`src/rtl/interrupt_arbiter.sv`:
```
// Interrupt arbiter: collects watchdog/io/user events into pending bits and hands
// one at a time to the core through a request/ack/done handshake with a post-handler holdoff.
module interrupt_arbiter #(
    parameter int                      OFFSET_WIDTH   = 12,
    parameter logic [OFFSET_WIDTH-1:0] VEC_WDOG       = OFFSET_WIDTH'(12'h010),
    parameter logic [OFFSET_WIDTH-1:0] VEC_IO         = OFFSET_WIDTH'(12'h020),
    parameter logic [OFFSET_WIDTH-1:0] VEC_USER       = OFFSET_WIDTH'(12'h030),
    parameter int                      HOLDOFF_CYCLES = 4
) (
    input  logic                    clock,
    input  logic                    reset,
    input  logic                    src_watchdog,
    input  logic                    src_io,
    input  logic                    src_user,
    input  logic                    is_os,
    input  logic                    is_bios,
    input  logic                    irq_ack,
    input  logic                    irq_done,
    output logic                    irq_valid,
    output logic [OFFSET_WIDTH-1:0] irq_vector,
    output logic [1:0]              irq_source,
    output logic [2:0]              pending,
    output logic                    overrun
);

    localparam int CNT_W = (HOLDOFF_CYCLES > 0) ? $clog2(HOLDOFF_CYCLES + 1) : 1;
    localparam logic [CNT_W-1:0] HOLD_LOAD = CNT_W'(HOLDOFF_CYCLES);

    typedef enum logic [1:0] {IDLE, REQUEST, SERVICE, HOLDOFF} state_t;

    typedef struct packed {
        logic [1:0]              src;
        logic [OFFSET_WIDTH-1:0] vec;
    } grant_t;

    state_t           state;
    logic [CNT_W-1:0] hold_cnt;
    logic             user_q;
    logic             user_armed;
    logic             user_rise;
    logic [2:0]       events;
    logic [2:0]       clr;
    grant_t           winner;

    // A user line already high out of reset must fall once before its edge counts.
    assign user_rise = src_user & ~user_q & user_armed;
    assign events    = {user_rise, src_io, src_watchdog};

    always_comb begin
        clr = 3'b000;
        if (state == REQUEST && irq_ack) begin
            case (irq_source)
                2'b01:   clr = 3'b001;
                2'b10:   clr = 3'b010;
                2'b11:   clr = 3'b100;
                default: clr = 3'b000;
            endcase
        end
    end

    always_comb begin
        winner.src = 2'b00;
        winner.vec = '0;
        if (pending[0]) begin
            winner.src = 2'b01;
            winner.vec = VEC_WDOG;
        end else if (pending[1]) begin
            winner.src = 2'b10;
            winner.vec = VEC_IO;
        end else if (pending[2]) begin
            winner.src = 2'b11;
            winner.vec = VEC_USER;
        end
    end

    // A new event beats the ack clear on the same edge, and is not an overrun.
    always_ff @(posedge clock or negedge reset) begin
        if (!reset) begin
            pending    <= 3'b000;
            overrun    <= 1'b0;
            user_q     <= 1'b0;
            user_armed <= 1'b0;
        end else begin
            pending <= (pending & ~clr) | events;
            if (|(events & pending & ~clr))
                overrun <= 1'b1;
            user_q <= src_user;
            if (!src_user)
                user_armed <= 1'b1;
        end
    end

    always_ff @(posedge clock or negedge reset) begin
        if (!reset) begin
            state      <= IDLE;
            irq_valid  <= 1'b0;
            irq_vector <= '0;
            irq_source <= 2'b00;
            hold_cnt   <= '0;
        end else begin
            case (state)
                IDLE: begin
                    if (|pending && !is_os && !is_bios) begin
                        state      <= REQUEST;
                        irq_valid  <= 1'b1;
                        irq_source <= winner.src;
                        irq_vector <= winner.vec;
                    end
                end
                REQUEST: begin
                    if (irq_ack) begin
                        state     <= SERVICE;
                        irq_valid <= 1'b0;
                    end
                end
                SERVICE: begin
                    if (irq_done) begin
                        irq_source <= 2'b00;
                        irq_vector <= '0;
                        if (HOLDOFF_CYCLES == 0) begin
                            state <= IDLE;
                        end else begin
                            state    <= HOLDOFF;
                            hold_cnt <= HOLD_LOAD;
                        end
                    end
                end
                HOLDOFF: begin
                    if (hold_cnt <= CNT_W'(1)) begin
                        state    <= IDLE;
                        hold_cnt <= '0;
                    end else begin
                        hold_cnt <= hold_cnt - CNT_W'(1);
                    end
                end
                default: begin
                    state     <= IDLE;
                    irq_valid <= 1'b0;
                end
            endcase
        end
    end

endmodule
```
`config.mk`:
```
export PLATFORM = sky130hd
export DESIGN_NAME = interrupt_arbiter
export DESIGN_NICKNAME = d
export VERILOG_FILES = /design/src/rtl/interrupt_arbiter.sv
export SDC_FILE = /design/constraint.sdc
export NUM_CORES = 1
export LEC_CHECK = 0
export BUFFER_PORTS_ARGS = -buffer_cell sky130_fd_sc_hd__buf_2
export CORE_MARGIN = 2
export CORE_UTILIZATION = 52
export DETAILED_ROUTE_END_ITERATION = 16
export PLACE_DENSITY = 0.82
export SLEW_MARGIN = 20
export SYNTH_ARGS = -nofsm -noshare
export SYNTH_HDL_FRONTEND = slang
export SYNTH_SLANG_ARGS = --single-unit
export TNS_END_PERCENT = 5
```
`constraint.sdc`:
```
create_clock -name clock -period 3.1 [get_ports clock]
set_clock_uncertainty 0.15 [all_clocks]
set_input_delay 0.155 -clock clock [delete_from_list [all_inputs] [get_ports clock]]
set_output_delay 0.155 -clock clock [all_outputs]
set_load 0.005 [all_outputs]
```
# Word-level counts from Yosys, hierarchy flattened
# Index checks and enable logic that the tools add are counted.
# W data, S select, Z words.
[totals] out_inout_bits=19 register_bits=26 in_bits=9 wordCells=66
[classes] order_cmp=1 reduce_logical=15 add_sub_neg=1 eq_ne=10 mux=22 n_bitwise=8
[op_table] op="$mux W14" count=3
[op_table] op="$mux W12" count=2
[op_table] op="$pmux W12 S2" count=1
[op_table] op="$mux W2" count=6
[op_table] op="$and A3 B3 Y3" count=3
[op_table] op="$mux W3" count=3
[op_table] op="$pmux W3 S3" count=1
[op_table] op="$eq A2 B2 Y1 const B" count=4
[op_table] op="$ne A2 B2 Y1 const B" count=4
[op_table] op="$pmux W2 S4" count=1
[op_table] op="$pmux W3 S2" count=1
[op_table] op="$reduce_and A3 Y1" count=2
[op_table] op="$reduce_bool A2 Y1" count=3
[op_table] op="$reduce_or A3 Y1" count=2
[op_table] op="$eq A2 B1 Y1 const B" count=2
[op_table] op="$pmux W2 S2" count=1
[op_table] op="$reduce_and A4 Y1" count=1
[op_table] op="$le A3 B1 Y1 const B" count=1
[op_table] op="$logic_and A1 B1 Y1" count=3
[op_table] op="$not A3 Y3" count=1
[op_table] op="$or A3 B3 Y3" count=1
[op_table] op="$sub A3 B1 Y3 const B" count=1
[op_table] op="$and A1 B1 Y1" count=2
[op_table] op="$logic_not A1 Y1" count=2
[op_table] op="other kinds (5)" count=6

# Longest topological paths before layout
[logic_depth] word_depth=6 depth_mapped=6 depth_no_buf=6

# Least setup slack after synthesis
# OpenSTA, ideal clock, no wires.
[synth_path] path_kind="flip-flop to flip-flop" start="reg pending[1]" end="reg state[1]" arrival_time_ps=1421 synth_period_minus_slack_ps=1696 setup_slack_ps=1404 t_required_ps=2825 setup_ps=125 path_buffers=0 stages_incl_launch_ff=5 cell_sequence="dfrtp_1 > or3_1 > a21bo_1 > o2111ai_2 > mux2_4"
[synth_between] elab_chain_len=5
[synth_lines] element="start, declared" line="22" text="output logic [2:0] pending,"
[synth_lines] element="start signal, assigned" line="84" text="pending <= (pending & ~clr) | events;"
[synth_lines] element="$reduce_or A3 Y1" line="103" text="if (|pending && !is_os && !is_bios) begin"
[synth_lines] element="$logic_and A1 B1 Y1 (2 in series)" line="103"
[synth_lines] element="$ne A2 B2 Y1 (no source line)"
[synth_lines] element="$reduce_and A4 Y1 (no source line)"
[synth_lines] element="end signal, assigned" line="104" text="state <= REQUEST;"
[synth_lines] element="end signal, assigned" line="112" text="state <= SERVICE;"
[synth_lines] element="end signal, assigned" line="121" text="state <= IDLE;"
[synth_lines] element="end, declared" line="36" text="state_t state;"
# No other way between the ends.
# A chain may end at the register's enable or synchronous reset.

# Worst setup path in the final report
[layout_path] start="reg hold_cnt[1]" end="reg state[1]"
[layout_between] elab_chain_len=3
[layout_lines] element="start, declared" line="37" text="logic [CNT_W-1:0] hold_cnt;"
[layout_lines] element="start signal, assigned" line="133" text="hold_cnt <= hold_cnt - CNT_W'(1);"
[layout_lines] element="$le A3 B1 Y1" line="129" text="if (hold_cnt <= CNT_W'(1)) begin"
[layout_lines] element="$ne A2 B2 Y1 (no source line)"
[layout_lines] element="$reduce_and A4 Y1 (no source line)"
[layout_lines] element="end signal, assigned" line="123" text="state <= HOLDOFF;"
[layout_lines] element="end signal, assigned" line="130" text="state <= IDLE;"
[layout_lines] element="end signal, assigned" line="137" text="state <= IDLE;"
# No other way between the ends.

==> results.json <==
{
  "cts_made_buffers": 3,
  "worstPathCellList": "inv_1 -> ha_1 -> o21ba_2 -> o21ai_1 -> o2111ai_2 -> mux2_4",
  "p_leak_uw": 0.000477,
  "finalSetupViolCount": 0,
  "period_share": 0.587,
  "grt_max_degree": 15,
  "drt_iter0_drc": 7,
  "cts_buffer_depth": 2,
  "vias": 643,
  "num_antenna_cells": 0,
  "p_comb_frac": 0.457,
  "ys_warn_count": 0,
  "syn_inst": 85,
  "drt_pass1_iterations": 4,
  "drt-total-wl_um": 1690,
  "ir_worst_vdd_v": 0.000403,
  "power.switching_uw": 295,
  "port_buffers": 17,
  "synth_cell_type_count": 28,
  "slowest_delay_ps": 400,
  "place_congestion": 0.783,
  "placementRows": 14,
  "final_common_cell": "buf_2",
  "synth_seq_cells": 14,
  "htree_num_levels": 1,
  "cp_max_fo": 3,
  "syn_area_um2": 846,
  "antenna_found_initial": 0,
  "fp.dieW_um": 44.3,
  "maxSlewViolCount": 0,
  "holdWs_ps": 48.9,
  "initial_core_util": 0.555,
  "avgSynthCellArea_um2": 9.95,
  "crit_family": "compound AO/OA/AOI/OAI gates",
  "fillers": 122,
  "cp-start-kind": "flop",
  "cp_slowest_cell": "dfrtp_1",
  "rsz0062_at_grt": "no",
  "drt-wirelength-per-cell_um": 13.7,
  "path_class": "flop to flop",
  "avgViaCountPerCell": 5.23,
  "grtUsageTotal": 0.197,
  "critPathRequiredTime_ps": 3140,
  "postCtsSetupBuffers": 0,
  "pin_count": 28,
  "seqPwrFrac": 0.362,
  "ant_nets": 0,
  "die_y_um": 44.3,
  "grt_pass1_vias": 623,
  "worstSkewPairLatency_ps": 290,
  "endpoint_kind": "flop",
  "internal_power_uw": 468,
  "cts_sinks": 14,
  "drv_cap": 0,
  "drc": 0,
  "fin_nets": 124,
  "fmax_mhz": 549,
  "power_frac_clock": 0.182,
  "final_layout_size_suffix_gt1_frac": 0.234,
  "p_per_area_mw_per_mm2": 786,
  "fin_crit_ps": 1820,
  "seq_area_frac_synth": 0.414,
  "layout-area-overhead-vs-synth_pct": 14.8,
  "design.core.area_mm2": 0.00152,
  "grt_first_pass_wirelength_um": 2730,
  "grt-ovfl-total": 0,
  "crit_arrival_ps": 1860,
  "r2r_slack_ps": 1280,
  "path_buf_inv": 1,
  "hpwl_um": 1210,
  "die_area_mm2": 0.00197,
  "ctsRootBufferMaster": "clkbuf_4",
  "status": "completed",
  "min_path_type": "input pin to flop",
  "cts_tree": "done",
  "setup-tns-final_ps": 0,
  "switching_share": 0.387,
  "mostFrequentLayoutCells": "buf_2 (17), dfrtp_1 (14), conb_1 (10)",
  "cts.clk_slew.worst_paths_ps": 90,
  "timing.final.hold_violations": 0
}
## flip-flops by register name, summed over array words and instances (netlist names)
| signal | cells |
|---|---|
| irq_vector | 2 |
| pending | 3 |
| user_armed | 1 |
| irq_valid | 1 |
| state | 2 |
| user_q | 1 |
| overrun | 1 |
| hold_cnt | 3 |
## cell usage after synthesis, drive strengths merged
cell / instances / area [µm²]
o31ai: 1 / 7.51
or3: 1 / 6.26
conb: 1 / 3.75
nand2b: 2 / 12.5
nand3b: 3 / 22.5
nor3: 1 / 5.00
nand2: 6 / 22.5
o21ai: 5 / 25.0
dfrtp: 14 / 350
o2111ai: 1 / 15.0
o221ai: 1 / 8.76
nor2: 4 / 15.0
nand4b: 1 / 8.76
a21bo: 2 / 20.0
inv: 8 / 30.0
o2bb2ai: 1 / 8.76
a21oi: 4 / 20.0
buf: 12 / 90.1
ha: 7 / 87.6
o21ba: 1 / 10.0
a21o: 2 / 16.3
o211ai: 1 / 7.51
nand3: 1 / 5.00
mux2i: 2 / 20.0
a31oi: 2 / 12.5
mux2: 1 / 15.0
## layout make-up
class | instances | area (µm²) | area share
clock buffer | 4 | 36.3 | 0.0374
timing repair buffer | 21 | 125 | 0.129
multi-input combinational | 60 | 409 | 0.421
sequential | 14 | 350 | 0.361
inverter | 8 | 30.0 | 0.0309
tap | 16 | 20.0 | 0.0206
## layer usage
layer / GRT usage / vias up / part of all wire
li1: - / 311 / -
met5: 0 / - / 0
met2: 0.315 / 24 / 0.51
met4: 0.0909 / 0 / 0.0089
met3: 0.0939 / 3 / 0.067
met1: 0.223 / 305 / 0.42
## path summary, 6_finish.rpt
check                            start          to  cells after the start
setup / recovery           hold_cnt[1]    state[1]                      6
hold / removal                 irq_ack   irq_valid                      3
setup reg to reg           hold_cnt[1]    state[1]                      6
hold reg to reg             user_armed  user_armed                      1
max in group asynchronous        reset     overrun                      2
min in group asynchronous        reset  pending[0]                      2
## logic make-up after synthesis
| kind of cell | Yosys count | synth area share |
|---|---|---|
| other cells | 1 | 0.00443 |
| fa+ha+maj | 7 | 0.104 |
| buf+inv | 20 | 0.142 |
| simple gates | 19 | 0.115 |
| mux | 3 | 0.0414 |
| flops | 14 | 0.414 |
| compound gates | 21 | 0.179 |
## stage by stage
stage                     worst slack (ps)  cell area [µm²]  utilization  total power (µW)  std cells
final                                 1280              971        0.637               763        123
after floorplan                       1400              880            -               542         94
after global routing                  1180              971        0.637               819        123
after global placement                1390              895        0.587               595        115
after CTS                             1280              971        0.637               766        123
after detailed placement              1300              895        0.587               615        115
## tightest hold or removal path, cell delays in order
cell and delay (ps):
buf_2 120, a21bo_1 120, a21oi_1 60
## power groups by stage
stage,Combinational [µW],Sequential (µW),Clock [µW]
after floorplan,273,269,0
after global placement,320,275,0
after detailed placement,339,276,0
after CTS,347,275,144
after global routing,388,282,148
final,349,276,139
## repair_timing
action / CTS / global route
hold buffers: 4 / 0
hold endpoints to repair: 19 / 0
gates resized for setup: 0 / 0
No activity file was read; power rests on OpenSTA's default activity.
